$ cat src/rtl/neuro_seq_pkg.sv
// Shared definitions for the NeuroSpider layer sequencer: core register map,
// sequencer states, the neuron descriptor record and the programming order.
package neuro_seq_pkg;

  // NeuroSpider core configuration registers
  localparam logic [15:0] ADDR_INPUT_OFF    = 16'h8000;
  localparam logic [15:0] ADDR_DEST         = 16'h8001;
  localparam logic [15:0] ADDR_NUM_OPS      = 16'h8002;
  localparam logic [15:0] ADDR_CACHE_ROUTER = 16'h8003;  // host-only, never programmed here
  localparam logic [15:0] ADDR_CTRL         = 16'h8004;
  localparam logic [15:0] ADDR_INDEX_OFF    = 16'h8005;
  localparam logic [15:0] ADDR_WEIGHT_OFF   = 16'h8006;

  // Number of register writes issued per neuron
  localparam int PROG_STEPS = 6;

  typedef enum logic [2:0] {
    ST_IDLE,
    ST_PROG,
    ST_START,
    ST_WAIT_BUSY,
    ST_WAIT_DONE
  } seq_state_t;

  typedef struct packed {
    logic [15:0] input_off;
    logic [15:0] weight_off;
    logic [15:0] index_off;
    logic [15:0] dest;
    logic [15:0] num_ops;
    logic [15:0] ctrl;
  } neuron_desc_t;

  // Register written at a given programming step
  function automatic logic [15:0] prog_addr(input logic [2:0] step);
    case (step)
      3'd0:    prog_addr = ADDR_INPUT_OFF;
      3'd1:    prog_addr = ADDR_WEIGHT_OFF;
      3'd2:    prog_addr = ADDR_INDEX_OFF;
      3'd3:    prog_addr = ADDR_DEST;
      3'd4:    prog_addr = ADDR_NUM_OPS;
      3'd5:    prog_addr = ADDR_CTRL;
      default: prog_addr = 16'h0000;
    endcase
  endfunction

  // Descriptor field written at a given programming step
  function automatic logic [15:0] prog_data(input neuron_desc_t d, input logic [2:0] step);
    case (step)
      3'd0:    prog_data = d.input_off;
      3'd1:    prog_data = d.weight_off;
      3'd2:    prog_data = d.index_off;
      3'd3:    prog_data = d.dest;
      3'd4:    prog_data = d.num_ops;
      3'd5:    prog_data = d.ctrl;
      default: prog_data = 16'h0000;
    endcase
  endfunction

endpackage

$ cat src/rtl/neuro_desc_fifo.sv
// Small synchronous descriptor queue. The head entry is read asynchronously so
// the sequencer can stream its fields onto the core bus without a read bubble.
module neuro_desc_fifo
  import neuro_seq_pkg::*;
#(
  parameter int DEPTH = 4
) (
  input  logic         clk,
  input  logic         rst,
  input  logic         push_i,
  input  logic         pop_i,
  input  neuron_desc_t data_i,
  output neuron_desc_t head_o,
  output logic         full_o,
  output logic         empty_o
);

  localparam int AW = $clog2(DEPTH);

  neuron_desc_t   mem_q [DEPTH];
  logic [AW:0]    wr_ptr_q;
  logic [AW:0]    rd_ptr_q;

  // Storage write; contents need no reset since the pointers define validity
  always_ff @(posedge clk) begin
    if (push_i && !full_o) begin
      mem_q[wr_ptr_q[AW-1:0]] <= data_i;
    end
  end

  // Pointer update; the extra MSB tells full from empty
  always_ff @(posedge clk) begin
    if (rst) begin
      wr_ptr_q <= '0;
      rd_ptr_q <= '0;
    end else begin
      if (push_i && !full_o) wr_ptr_q <= wr_ptr_q + 1'b1;
      if (pop_i && !empty_o) rd_ptr_q <= rd_ptr_q + 1'b1;
    end
  end

  assign head_o  = mem_q[rd_ptr_q[AW-1:0]];
  assign empty_o = (wr_ptr_q == rd_ptr_q);
  assign full_o  = (wr_ptr_q[AW] != rd_ptr_q[AW]) &&
                   (wr_ptr_q[AW-1:0] == rd_ptr_q[AW-1:0]);

endmodule

$ cat src/rtl/neuro_layer_sequencer.sv
// Layer sequencer: pulls neuron descriptors from a queue, programs the core's
// configuration registers, starts the core and waits for completion. The core
// bus is handed to the host whenever the sequencer has nothing it may run.
module neuro_layer_sequencer
  import neuro_seq_pkg::*;
#(
  parameter int DEPTH        = 4,
  parameter int BUSY_TIMEOUT = 8,
  parameter int DONE_TIMEOUT = 1024
) (
  input  logic        clk,
  input  logic        rst,
  input  logic        desc_valid,
  output logic        desc_ready,
  input  logic [15:0] desc_input_off,
  input  logic [15:0] desc_weight_off,
  input  logic [15:0] desc_index_off,
  input  logic [15:0] desc_dest,
  input  logic [15:0] desc_num_ops,
  input  logic [15:0] desc_ctrl,
  input  logic        host_we,
  input  logic [15:0] host_addr,
  input  logic [15:0] host_wdata,
  output logic        host_gnt,
  output logic        core_we,
  output logic [15:0] core_addr,
  output logic [15:0] core_wdata,
  output logic        core_start,
  input  logic        core_ready,
  output logic        busy,
  output logic [15:0] neurons_done,
  input  logic        clear_err,
  output logic        timeout_err
);

  localparam int TMAX = (DONE_TIMEOUT > BUSY_TIMEOUT) ? DONE_TIMEOUT : BUSY_TIMEOUT;
  localparam int TW   = $clog2(TMAX) + 1;
  localparam logic [TW-1:0] BUSY_LAST = TW'(BUSY_TIMEOUT - 1);
  localparam logic [TW-1:0] DONE_LAST = TW'(DONE_TIMEOUT - 1);
  localparam logic [2:0]    STEP_LAST = 3'(PROG_STEPS - 1);

  seq_state_t   state_q;
  logic [2:0]   step_q;
  logic [TW-1:0] timer_q;
  logic         err_q;
  logic [15:0]  done_cnt_q;

  neuron_desc_t desc_in;
  neuron_desc_t fifo_head;
  logic         fifo_full;
  logic         fifo_empty;
  logic         fifo_push;
  logic         fifo_pop;

  assign desc_in.input_off  = desc_input_off;
  assign desc_in.weight_off = desc_weight_off;
  assign desc_in.index_off  = desc_index_off;
  assign desc_in.dest       = desc_dest;
  assign desc_in.num_ops    = desc_num_ops;
  assign desc_in.ctrl       = desc_ctrl;

  assign desc_ready = !fifo_full;
  assign fifo_push  = desc_valid && !fifo_full;
  // The descriptor leaves the queue as the core is launched; on a later
  // timeout it is therefore discarded rather than retried.
  assign fifo_pop   = (state_q == ST_START);

  neuro_desc_fifo #(
    .DEPTH (DEPTH)
  ) u_fifo (
    .clk     (clk),
    .rst     (rst),
    .push_i  (fifo_push),
    .pop_i   (fifo_pop),
    .data_i  (desc_in),
    .head_o  (fifo_head),
    .full_o  (fifo_full),
    .empty_o (fifo_empty)
  );

  // Sequencer FSM with step/timeout counters, sticky error and completion count
  always_ff @(posedge clk) begin
    if (rst) begin
      state_q    <= ST_IDLE;
      step_q     <= '0;
      timer_q    <= '0;
      err_q      <= 1'b0;
      done_cnt_q <= '0;
    end else begin
      // A timeout raised below in the same cycle overrides this clear
      if (clear_err) err_q <= 1'b0;
      case (state_q)
        ST_IDLE: begin
          if (!fifo_empty && !err_q) begin
            state_q <= ST_PROG;
            step_q  <= '0;
          end
        end
        ST_PROG: begin
          if (step_q == STEP_LAST) state_q <= ST_START;
          else                     step_q  <= step_q + 3'd1;
        end
        ST_START: begin
          state_q <= ST_WAIT_BUSY;
          timer_q <= '0;
        end
        ST_WAIT_BUSY: begin
          if (!core_ready) begin
            state_q <= ST_WAIT_DONE;
            timer_q <= '0;
          end else if (timer_q == BUSY_LAST) begin
            err_q   <= 1'b1;
            state_q <= ST_IDLE;
          end else begin
            timer_q <= timer_q + 1'b1;
          end
        end
        ST_WAIT_DONE: begin
          if (core_ready) begin
            state_q    <= ST_IDLE;
            done_cnt_q <= done_cnt_q + 16'd1;
          end else if (timer_q == DONE_LAST) begin
            err_q   <= 1'b1;
            state_q <= ST_IDLE;
          end else begin
            timer_q <= timer_q + 1'b1;
          end
        end
        default: state_q <= ST_IDLE;
      endcase
    end
  end

  assign host_gnt     = (state_q == ST_IDLE) && (fifo_empty || err_q);
  assign busy         = (state_q != ST_IDLE);
  assign neurons_done = done_cnt_q;
  assign timeout_err  = err_q;

  // Core bus mux: host pass-through when granted, otherwise sequencer drive
  always_comb begin
    core_we    = 1'b0;
    core_addr  = 16'h0000;
    core_wdata = 16'h0000;
    core_start = 1'b0;
    if (host_gnt) begin
      core_we    = host_we;
      core_addr  = host_addr;
      core_wdata = host_wdata;
    end else if (state_q == ST_PROG) begin
      core_we    = 1'b1;
      core_addr  = prog_addr(step_q);
      core_wdata = prog_data(fifo_head, step_q);
    end else if (state_q == ST_START) begin
      core_start = 1'b1;
    end
  end

endmodule

$ cat config.mk
export PLATFORM = sky130hd
export DESIGN_NAME = neuro_layer_sequencer
export DESIGN_NICKNAME = d
export VERILOG_FILES = /design/src/rtl/neuro_seq_pkg.sv /design/src/rtl/neuro_desc_fifo.sv /design/src/rtl/neuro_layer_sequencer.sv
export SDC_FILE = /design/constraint.sdc
export NUM_CORES = 1
export LEC_CHECK = 0
export CAP_MARGIN = 20
export CORE_ASPECT_RATIO = 1.25
export CORE_MARGIN = 2
export CORE_UTILIZATION = 53
export DETAILED_ROUTE_END_ITERATION = 7
export HOLD_SLACK_MARGIN = 0.02
export MAX_ROUTING_LAYER = met4
export PLACE_DENSITY = 0.85
export SETUP_SLACK_MARGIN = 0.02
export SLEW_MARGIN = 20
export SYNTH_ARGS = -nofsm -noshare
export SYNTH_HDL_FRONTEND = slang
export SYNTH_SLANG_ARGS = --single-unit
$ cat constraint.sdc
create_clock -name clk -period 4.85 [get_ports clk]
set_input_delay 0.7275 -clock clk [delete_from_list [all_inputs] [get_ports clk]]
set_output_delay 0.7275 -clock clk [all_outputs]
set_load 0.005 [all_outputs]
==> results of run 1 <==
-- stage by stage --
stage                     utilization (%)  worst slack [ns]  std cells  total power, mW  cell area (sq um)
after detailed placement            61.06             1.121       1541            5.079              19350
after global placement              61.06             1.246       1541            5.050              19350
after floorplan                         -             1.200        978            4.659              17040
after global routing                65.00            0.4035       1615            8.216              20600
final                               65.00            0.6057       1615            7.967              20600
after CTS                           64.98            0.5980       1613            8.009              20590
-- cell usage after synthesis, types with 4 or more instances --
| master | instances |
|---|---|
| sky130_fd_sc_hd__a21oi_1 | 34 |
| sky130_fd_sc_hd__a221oi_1 | 9 |
| sky130_fd_sc_hd__a22oi_1 | 14 |
| sky130_fd_sc_hd__and2_1 | 14 |
| sky130_fd_sc_hd__and3_1 | 14 |
| sky130_fd_sc_hd__buf_2 | 29 |
| sky130_fd_sc_hd__buf_4 | 4 |
| sky130_fd_sc_hd__clkbuf_1 | 10 |
| sky130_fd_sc_hd__dfxtp_1 | 42 |
| sky130_fd_sc_hd__edfxtp_1 | 384 |
| sky130_fd_sc_hd__ha_1 | 12 |
| sky130_fd_sc_hd__inv_1 | 6 |
| sky130_fd_sc_hd__mux2i_1 | 100 |
| sky130_fd_sc_hd__mux4_2 | 48 |
| sky130_fd_sc_hd__nand2_1 | 34 |
| sky130_fd_sc_hd__nand2b_1 | 5 |
| sky130_fd_sc_hd__nand3_1 | 13 |
| sky130_fd_sc_hd__nand3b_1 | 4 |
| sky130_fd_sc_hd__nand4_1 | 12 |
| sky130_fd_sc_hd__nor2_1 | 29 |
| sky130_fd_sc_hd__nor3_1 | 13 |
| sky130_fd_sc_hd__nor4_1 | 6 |
| sky130_fd_sc_hd__o21ai_0 | 11 |
| sky130_fd_sc_hd__o221ai_1 | 9 |
| sky130_fd_sc_hd__o22a_1 | 8 |
| sky130_fd_sc_hd__o22ai_1 | 31 |
| sky130_fd_sc_hd__o31ai_1 | 4 |
| sky130_fd_sc_hd__or3_1 | 6 |
| sky130_fd_sc_hd__xnor2_1 | 16 |
| sky130_fd_sc_hd__xor2_1 | 9 |
-- per-layer routing --
layer	track usage, %	up-vias
met5	-	-
met4	8.913	0
met3	3.713	101
met2	39.30	474
met1	27.71	4834
li1	-	4331
-- area by class of cell --
type                            instances  area (sq um)
Inverter                                6         22.52
Clock inverter                         11         98.84
Multi-Input combinational cell        497          4403
Clock buffer                           61          1144
Sequential cell                       426         12380
Timing Repair Buffer                  200          2032
Fill cell                            2119         11090
Antenna cell                            2         5.005
Tap cell                              412         515.5
-- logic make-up after synthesis --
kind of cell	share of synthesized area [%]
fa+ha+maj	0.8811
simple gates	5.874
mux	12.28
compound gates	5.397
flops	72.60
buf+inv	1.674
xor+xnor	1.285
-- registers in the layout, indices dropped and copies added, names as in the netlist, named ones only --
register / cells
timeout_err: 1
u_fifo.rd_ptr_q: 3
u_fifo.mem_q: 384
step_q: 3
timer_q: 11
neurons_done: 16
u_fifo.wr_ptr_q: 3
state_q: 3
-- power groups by stage --
stage / clock network, mW / logic (mW) / registers, mW
3_5_place_dp: 0 / 0.765 / 4.31
3_3_place_gp: 0 / 0.750 / 4.30
6_report: 2.96 / 0.768 / 4.24
4_1_cts: 3.00 / 0.771 / 4.24
5_1_grt: 3.15 / 0.821 / 4.25
2_1_floorplan: 0 / 0.349 / 4.31
-- worst max-delay path, stage by stage, from the launching register on --
cell,delay [ns]
sky130_fd_sc_hd__dfxtp_1,0.69
sky130_fd_sc_hd__inv_1,0.19
sky130_fd_sc_hd__ha_1,0.55
sky130_fd_sc_hd__a22o_1,0.35
sky130_fd_sc_hd__nor4_1,0.29
sky130_fd_sc_hd__o221ai_1,0.25
sky130_fd_sc_hd__a22o_1,0.25
sky130_fd_sc_hd__clkdlybuf4s50_1,0.44
-- worst max path at each step --
stage               slack (ns)                           end  cells past startpoint                             from
floorplan                 1.20  u_fifo.mem_q[3][0]$_DFFE_PP_                      4  u_fifo.wr_ptr_q[1]$_SDFFE_PP0P_
global placement          1.25                 core_wdata[1]                      5                         register
detailed placement        1.12                 core_wdata[1]                      5                         register
CTS                       0.60                 core_wdata[1]                      5                         register
global route              0.40                core_wdata[14]                      7           step_q[2]$_SDFFE_PP0P_
finish                    0.61                core_wdata[14]                      7           step_q[2]$_SDFFE_PP0P_
==> impl_metrics.env, run 1 <==
export IMPL_fin_crit_sh_pct=87.51
export IMPL_maxCapViolations=0
export IMPL_num_vias=9740
export IMPL_maxClockFrequency_ghz=0.2356
export IMPL_floorplan_rows=73
export IMPL_timing_final_hold_violations=0
export IMPL_yosys_register_bits=426
export IMPL_post_route_cells_drive_above_1_share_pct=11.41
export IMPL_synthDominantAreaCellType="sky130_fd_sc_hd__edfxtp_1"
export IMPL_tritoncts="done"
export IMPL_wl_met1_mm=13.99
export IMPL_clock_sinks=426
export IMPL_ir_worst_vdd_mv=0.3915
export IMPL_drtPass1Iterations=5
export IMPL_clock_pin_slew_reported_for_the_worst_setup_and_hold_paths_after_clock_tree_synthesis_ns=0.06
export IMPL_path_max_fanout=16
export IMPL_synth_top_cells_by_area="sky130_fd_sc_hd__edfxtp_1 68%, sky130_fd_sc_hd__mux4_2 6.3%, sky130_fd_sc_hd__mux2i_1 5.9%"
export IMPL_run_status="complete, no violations"
export IMPL_drt_drc_violations_left=0
export IMPL_routabilityCongestion=0.8208
export IMPL_power_internal_mw=6.243
export IMPL_syn_nets=1124
export IMPL_timing_final_setup_violations=0
export IMPL_synth_avg_cell_area_sq_um=17.42
export IMPL_timing_hold_ws_ns=0.4822
export IMPL_ctsResizeCount=0
export IMPL_initial_core_util_pct=53.76
export IMPL_netlist_area_sq_um=17040
export IMPL_drt_wl_total_mm=37.96
export IMPL_die_height_um=204.5
export IMPL_io_buffers=187
export IMPL_finalWorstPathRequiredPeriod_ns=4.244
export IMPL_asyncSetResetFlopFracSynth_pct=0
export IMPL_worstReg2RegEnd="u_fifo.mem_q[3][22]$_DFFE_PP_"
export IMPL_timing_slew_headroom_pct=41.50
export IMPL_worst_endpoint_required_ns=4.12
export IMPL_post_cts_buffers=0
export IMPL_power_sequential_fraction_pct=53.2
export IMPL_worst_endpoint_arrival_ns=3.52
export IMPL_cellPowerDensity_nw_per_um2=386.7
export IMPL_syn_to_final_growth_pct=20.89
export IMPL_synth_edff_count=384
export IMPL_core_area_sq_um=31690
export IMPL_holdPathStages=2
export IMPL_gr_total_overflow=0
export IMPL_drt_wirelength_per_cell_um=23.50
export IMPL_grt_pass1_wl_mm=56.01
export IMPL_timing_rr_start="u_fifo.wr_ptr_q[1]$_SDFFE_PP0P_"
export IMPL_maxUsedRoutingLayer="met4"
export IMPL_met2_length_mm=19.74
export IMPL_synth_yosys_warnings=0
export IMPL_setup_worst_path_class="reg -> out"
export IMPL_combPwrFrac_pct=9.6
export IMPL_synth_distinct_cells=62
export IMPL_cts_root_buffer_cell="sky130_fd_sc_hd__clkbuf_16"
export IMPL_design_final_nets=1317
export IMPL_die_area_sq_um=33610
export IMPL_slew_violations=0
export IMPL_clockPowerShare_pct=37.2
export IMPL_via_count_of_the_first_global_routing_pass=9633
export IMPL_critical_path_start_type="register"
export IMPL_antenna_violations_before_repair=2
export IMPL_clock_tree_htree_level_count=2
export IMPL_postSynthCellCount=978
export IMPL_hold_path_class="reg -> reg"
export IMPL_grt_start_max_net_pins=55
export IMPL_holdCritStartpoint="timer_q[1]$_SDFFE_PP0P_"
export IMPL_final_common_cell="sky130_fd_sc_hd__edfxtp_1"
export IMPL_met3_routed_wirelength_mm=2.788
export IMPL_pin_count=188
export IMPL_finalSetupTns_ns=0
export IMPL_p_switching_mw=1.724
export IMPL_detailed_place_hpwl_mm=24.14
export IMPL_die_width_um=164.4
export IMPL_global_route_usage_total_pct=23.09
export IMPL_drtAntennaViolNets=0
export IMPL_synth_top_cell_area_share_pct=67.67
export IMPL_drtIter0Drc=824
export IMPL_endpoint_kind="primary output"
export IMPL_min_to="timer_q[1]$_SDFFE_PP0P_"
export IMPL_rsz0062_at_grt="false"
export IMPL_power_switching_share_pct=21.64
export IMPL_mostFrequentLayoutCells="384 x sky130_fd_sc_hd__edfxtp_1, 187 x sky130_fd_sc_hd__clkdlybuf4s50_1, 100 x sky130_fd_sc_hd__mux2i_1"
export IMPL_worstMarginPinSlew_ns=0.8774
export IMPL_numCtsBuffers=40
export IMPL_synth_yosys_seq_area_share_pct=72.60
export IMPL_finClkSkew_ns=0.02011
export IMPL_worst_skew_pair_late_latency_ns=0.53
export IMPL_commonest_register_cell_after_synthesis="sky130_fd_sc_hd__edfxtp_1"
export IMPL_power_leakage_nw=6.420
export IMPL_vias_per_cell=6.031
export IMPL_cts_hold_repair_buffers=0
export IMPL_cts_root_to_sink_buffers=3
export IMPL_timing_reg2reg_worst_path_depth=4
export IMPL_ff2ff_setup_slack_ns=2.39
Power figures use the tool's default switching activity.
==> run 2, diff against run 1 <==
--- a/config.mk
+++ b/config.mk
@@ -9,11 +9,13 @@
 export CORE_ASPECT_RATIO = 1.25
 export CORE_MARGIN = 2
 export CORE_UTILIZATION = 53
+export CTS_CLUSTER_DIAMETER = 60
 export DETAILED_ROUTE_END_ITERATION = 7
 export HOLD_SLACK_MARGIN = 0.02
 export MAX_ROUTING_LAYER = met4
 export PLACE_DENSITY = 0.85
 export SETUP_SLACK_MARGIN = 0.02
+export SKIP_LAST_GASP = 1
 export SLEW_MARGIN = 20
 export SYNTH_ARGS = -nofsm -noshare
 export SYNTH_HDL_FRONTEND = slang
==> run 2 against run 1 <==
Maximum frequency increased by 0.37%. Worst hold slack improved by 0.00083 ns. Sequential share of layout area about the same. Die area unchanged. Register-to-register slack improved by 0.02 ns. Clock-buffer cell count decreased by 2. Non-clock buffer count unchanged. Critical path type unchanged. Largest cell class unchanged.
==> impl_metrics.env, run 2 (synthesis results as in run 1) <==
export IMPL_run_status="complete, no violations"
export IMPL_grt_pass1_wl_mm=56.06
export IMPL_drtIter0Drc=880
export IMPL_timing_final_hold_violations=0
export IMPL_clock_tree_htree_level_count=2
export IMPL_floorplan_rows=73
export IMPL_cts_root_to_sink_buffers=3
export IMPL_clockPowerShare_pct=37.2
export IMPL_cellPowerDensity_nw_per_um2=387.0
export IMPL_combPwrFrac_pct=9.6
export IMPL_worst_endpoint_arrival_ns=3.50
export IMPL_initial_core_util_pct=53.76
export IMPL_holdPathStages=2
export IMPL_timing_rr_start="u_fifo.wr_ptr_q[1]$_SDFFE_PP0P_"
export IMPL_maxClockFrequency_ghz=0.2365
export IMPL_tritoncts="done"
export IMPL_endpoint_kind="primary output"
export IMPL_slew_violations=0
export IMPL_worst_path_max_delay_cell="sky130_fd_sc_hd__dfxtp_1"
export IMPL_gr_total_overflow=0
export IMPL_timing_slew_headroom_pct=43.24
export IMPL_timing_final_setup_violations=0
export IMPL_path_max_fanout=16
export IMPL_pin_count=188
export IMPL_post_cts_buffers=0
export IMPL_vias_per_cell=6.000
export IMPL_timing_hold_ws_ns=0.4830
export IMPL_finalWorstPathRequiredPeriod_ns=4.229
export IMPL_numCtsBuffers=40
export IMPL_via_count_of_the_first_global_routing_pass=9657
export IMPL_critical_path_start_type="register"
export IMPL_worst_endpoint_required_ns=4.12
export IMPL_critical_path_top_delay_family="compound AO/OA/AOI/OAI gates"
export IMPL_post_route_cells_drive_above_1_share_pct=11.49
export IMPL_mostFrequentLayoutCells="384 x sky130_fd_sc_hd__edfxtp_1, 187 x sky130_fd_sc_hd__clkdlybuf4s50_1, 100 x sky130_fd_sc_hd__mux2i_1"
export IMPL_ir_worst_vdd_mv=0.3916
export IMPL_cts_root_buffer_cell="sky130_fd_sc_hd__clkbuf_16"
export IMPL_fin_crit_sh_pct=87.19
export IMPL_drt_wirelength_per_cell_um=23.48
export IMPL_worst_skew_pair_late_latency_ns=0.54
export IMPL_critical_path_max_stage_delay_ns=0.67
export IMPL_io_buffers=187
export IMPL_placement_cell_area_sq_um=19350
export IMPL_power_sequential_fraction_pct=53.2
export IMPL_holdCritStartpoint="timer_q[1]$_SDFFE_PP0P_"
export IMPL_final_common_cell="sky130_fd_sc_hd__edfxtp_1"
export IMPL_post_route_cell_area_sq_um=20600
export IMPL_drt_drc_violations_left=0
export IMPL_rsz0062_at_grt="false"
export IMPL_maxCapViolations=0
export IMPL_drtPass1Iterations=5
export IMPL_power_leakage_nw=6.423
export IMPL_grt_start_max_net_pins=55
export IMPL_ctsResizeCount=0
export IMPL_crit_chain="inv_1, ha_1, a22o_1, nor4_1, o221ai_1, a22o_1, clkdlybuf4s50_1"
export IMPL_num_fill_cells=2118
export IMPL_die_height_um=204.5
export IMPL_cts_hold_repair_buffers=0
export IMPL_finalSetupTns_ns=0
export IMPL_detailed_place_hpwl_mm=24.14
export IMPL_core_area_sq_um=31690
export IMPL_antenna_violations_before_repair=3
export IMPL_power_switching_share_pct=21.76
export IMPL_ff2ff_setup_slack_ns=2.41
export IMPL_crit_buf_inv=2
export IMPL_power_internal_mw=6.239
export IMPL_drtAntennaViolNets=0
export IMPL_routabilityCongestion=0.8208
export IMPL_clock_pin_slew_reported_for_the_worst_setup_and_hold_paths_after_clock_tree_synthesis_ns=0.06
export IMPL_p_switching_mw=1.736
export IMPL_min_to="timer_q[1]$_SDFFE_PP0P_"
export IMPL_finClkSkew_ns=0.01908
export IMPL_hold_path_class="reg -> reg"
export IMPL_worstReg2RegEnd="u_fifo.mem_q[3][22]$_DFFE_PP_"
export IMPL_timing_reg2reg_worst_path_depth=4
export IMPL_syn_to_final_growth_pct=20.92
export IMPL_postLayoutSetupSlackWorst_ns=0.6212
export IMPL_drt_wl_total_mm=37.94
export IMPL_worstMarginPinSlew_ns=0.8515
export IMPL_die_width_um=164.4
export IMPL_design_final_nets=1317
export IMPL_crit_path_top_cell_by_count="sky130_fd_sc_hd__a22o_1"
export IMPL_largest_register_ff_count=384
export IMPL_setup_worst_path_class="reg -> out"
export IMPL_global_route_usage_total_pct=23.15
export IMPL_placement_setup_worst_slack_ns=1.121
export IMPL_num_vias=9696
export IMPL_die_area_sq_um=33610
export IMPL_clock_sinks=426
## run 2: cell count changes in the layout (fill, tap and decap cells not counted)
cell,delta
sky130_fd_sc_hd__clkbuf_2,-1
sky130_fd_sc_hd__clkinv_2,+1
sky130_fd_sc_hd__inv_4,+1
sky130_fd_sc_hd__diode_2,+1
sky130_fd_sc_hd__clkbuf_1,-1
## run 2: area by class of cell
| type | instances | area (sq um) | area share [%] |
|---|---|---|---|
| Sequential cell | 426 | 12380 | 60.08 |
| Multi-Input combinational cell | 497 | 4403 | 21.37 |
| Timing Repair Buffer | 200 | 2032 | 9.862 |
| Clock buffer | 59 | 1135 | 5.508 |
| Tap cell | 412 | 515.5 | 2.502 |
| Clock inverter | 13 | 110.1 | 0.5344 |
| Inverter | 6 | 22.52 | 0.1093 |
| Antenna cell | 3 | 7.507 | 0.03643 |
## run 2: how the worst max path moves through the flow
stage	from	to	slack, ns	depth (start not counted)
finish	step_q[2]$_SDFFE_PP0P_	core_wdata[14]	0.62	7
global route	step_q[2]$_SDFFE_PP0P_	core_wdata[14]	0.39	7
CTS	register	core_wdata[1]	0.59	5
detailed placement	register	core_wdata[1]	1.12	5
global placement	register	core_wdata[1]	1.25	5
floorplan	u_fifo.wr_ptr_q[1]$_SDFFE_PP0P_	u_fifo.mem_q[3][0]$_DFFE_PP_	1.20	4
## run 2: metrics by stage
stage / power, mW / std cells / util [%]
3_5_place_dp: 5.079 / 1541 / 61.06
5_1_grt: 8.220 / 1616 / 65.01
6_report: 7.975 / 1616 / 65.01
3_3_place_gp: 5.050 / 1541 / 61.06
2_1_floorplan: 4.659 / 978 / -
4_1_cts: 8.011 / 1613 / 64.99
## run 2: power groups by stage
stage	Clock [mW]	Sequential, mW	Combinational [mW]
global route	3.15	4.25	0.822
floorplan	0	4.31	0.349
finish	2.97	4.24	0.767
CTS	3.00	4.24	0.770
detailed placement	0	4.31	0.765
global placement	0	4.30	0.750
## run 2: layer usage
metal | global-route usage (%) | wire [um]
met5 | - | 0
met1 | 27.76 | 13970
met4 | 9.720 | 1479
met3 | 4.058 | 2764
met2 | 38.81 | 19730
## run 2: worst min-delay path, delay by kind of cell (launching register included)
family	cells	cell delay [ns]
simple gates	1	0.06
flops	1	0.32
compound gates	1	0.06
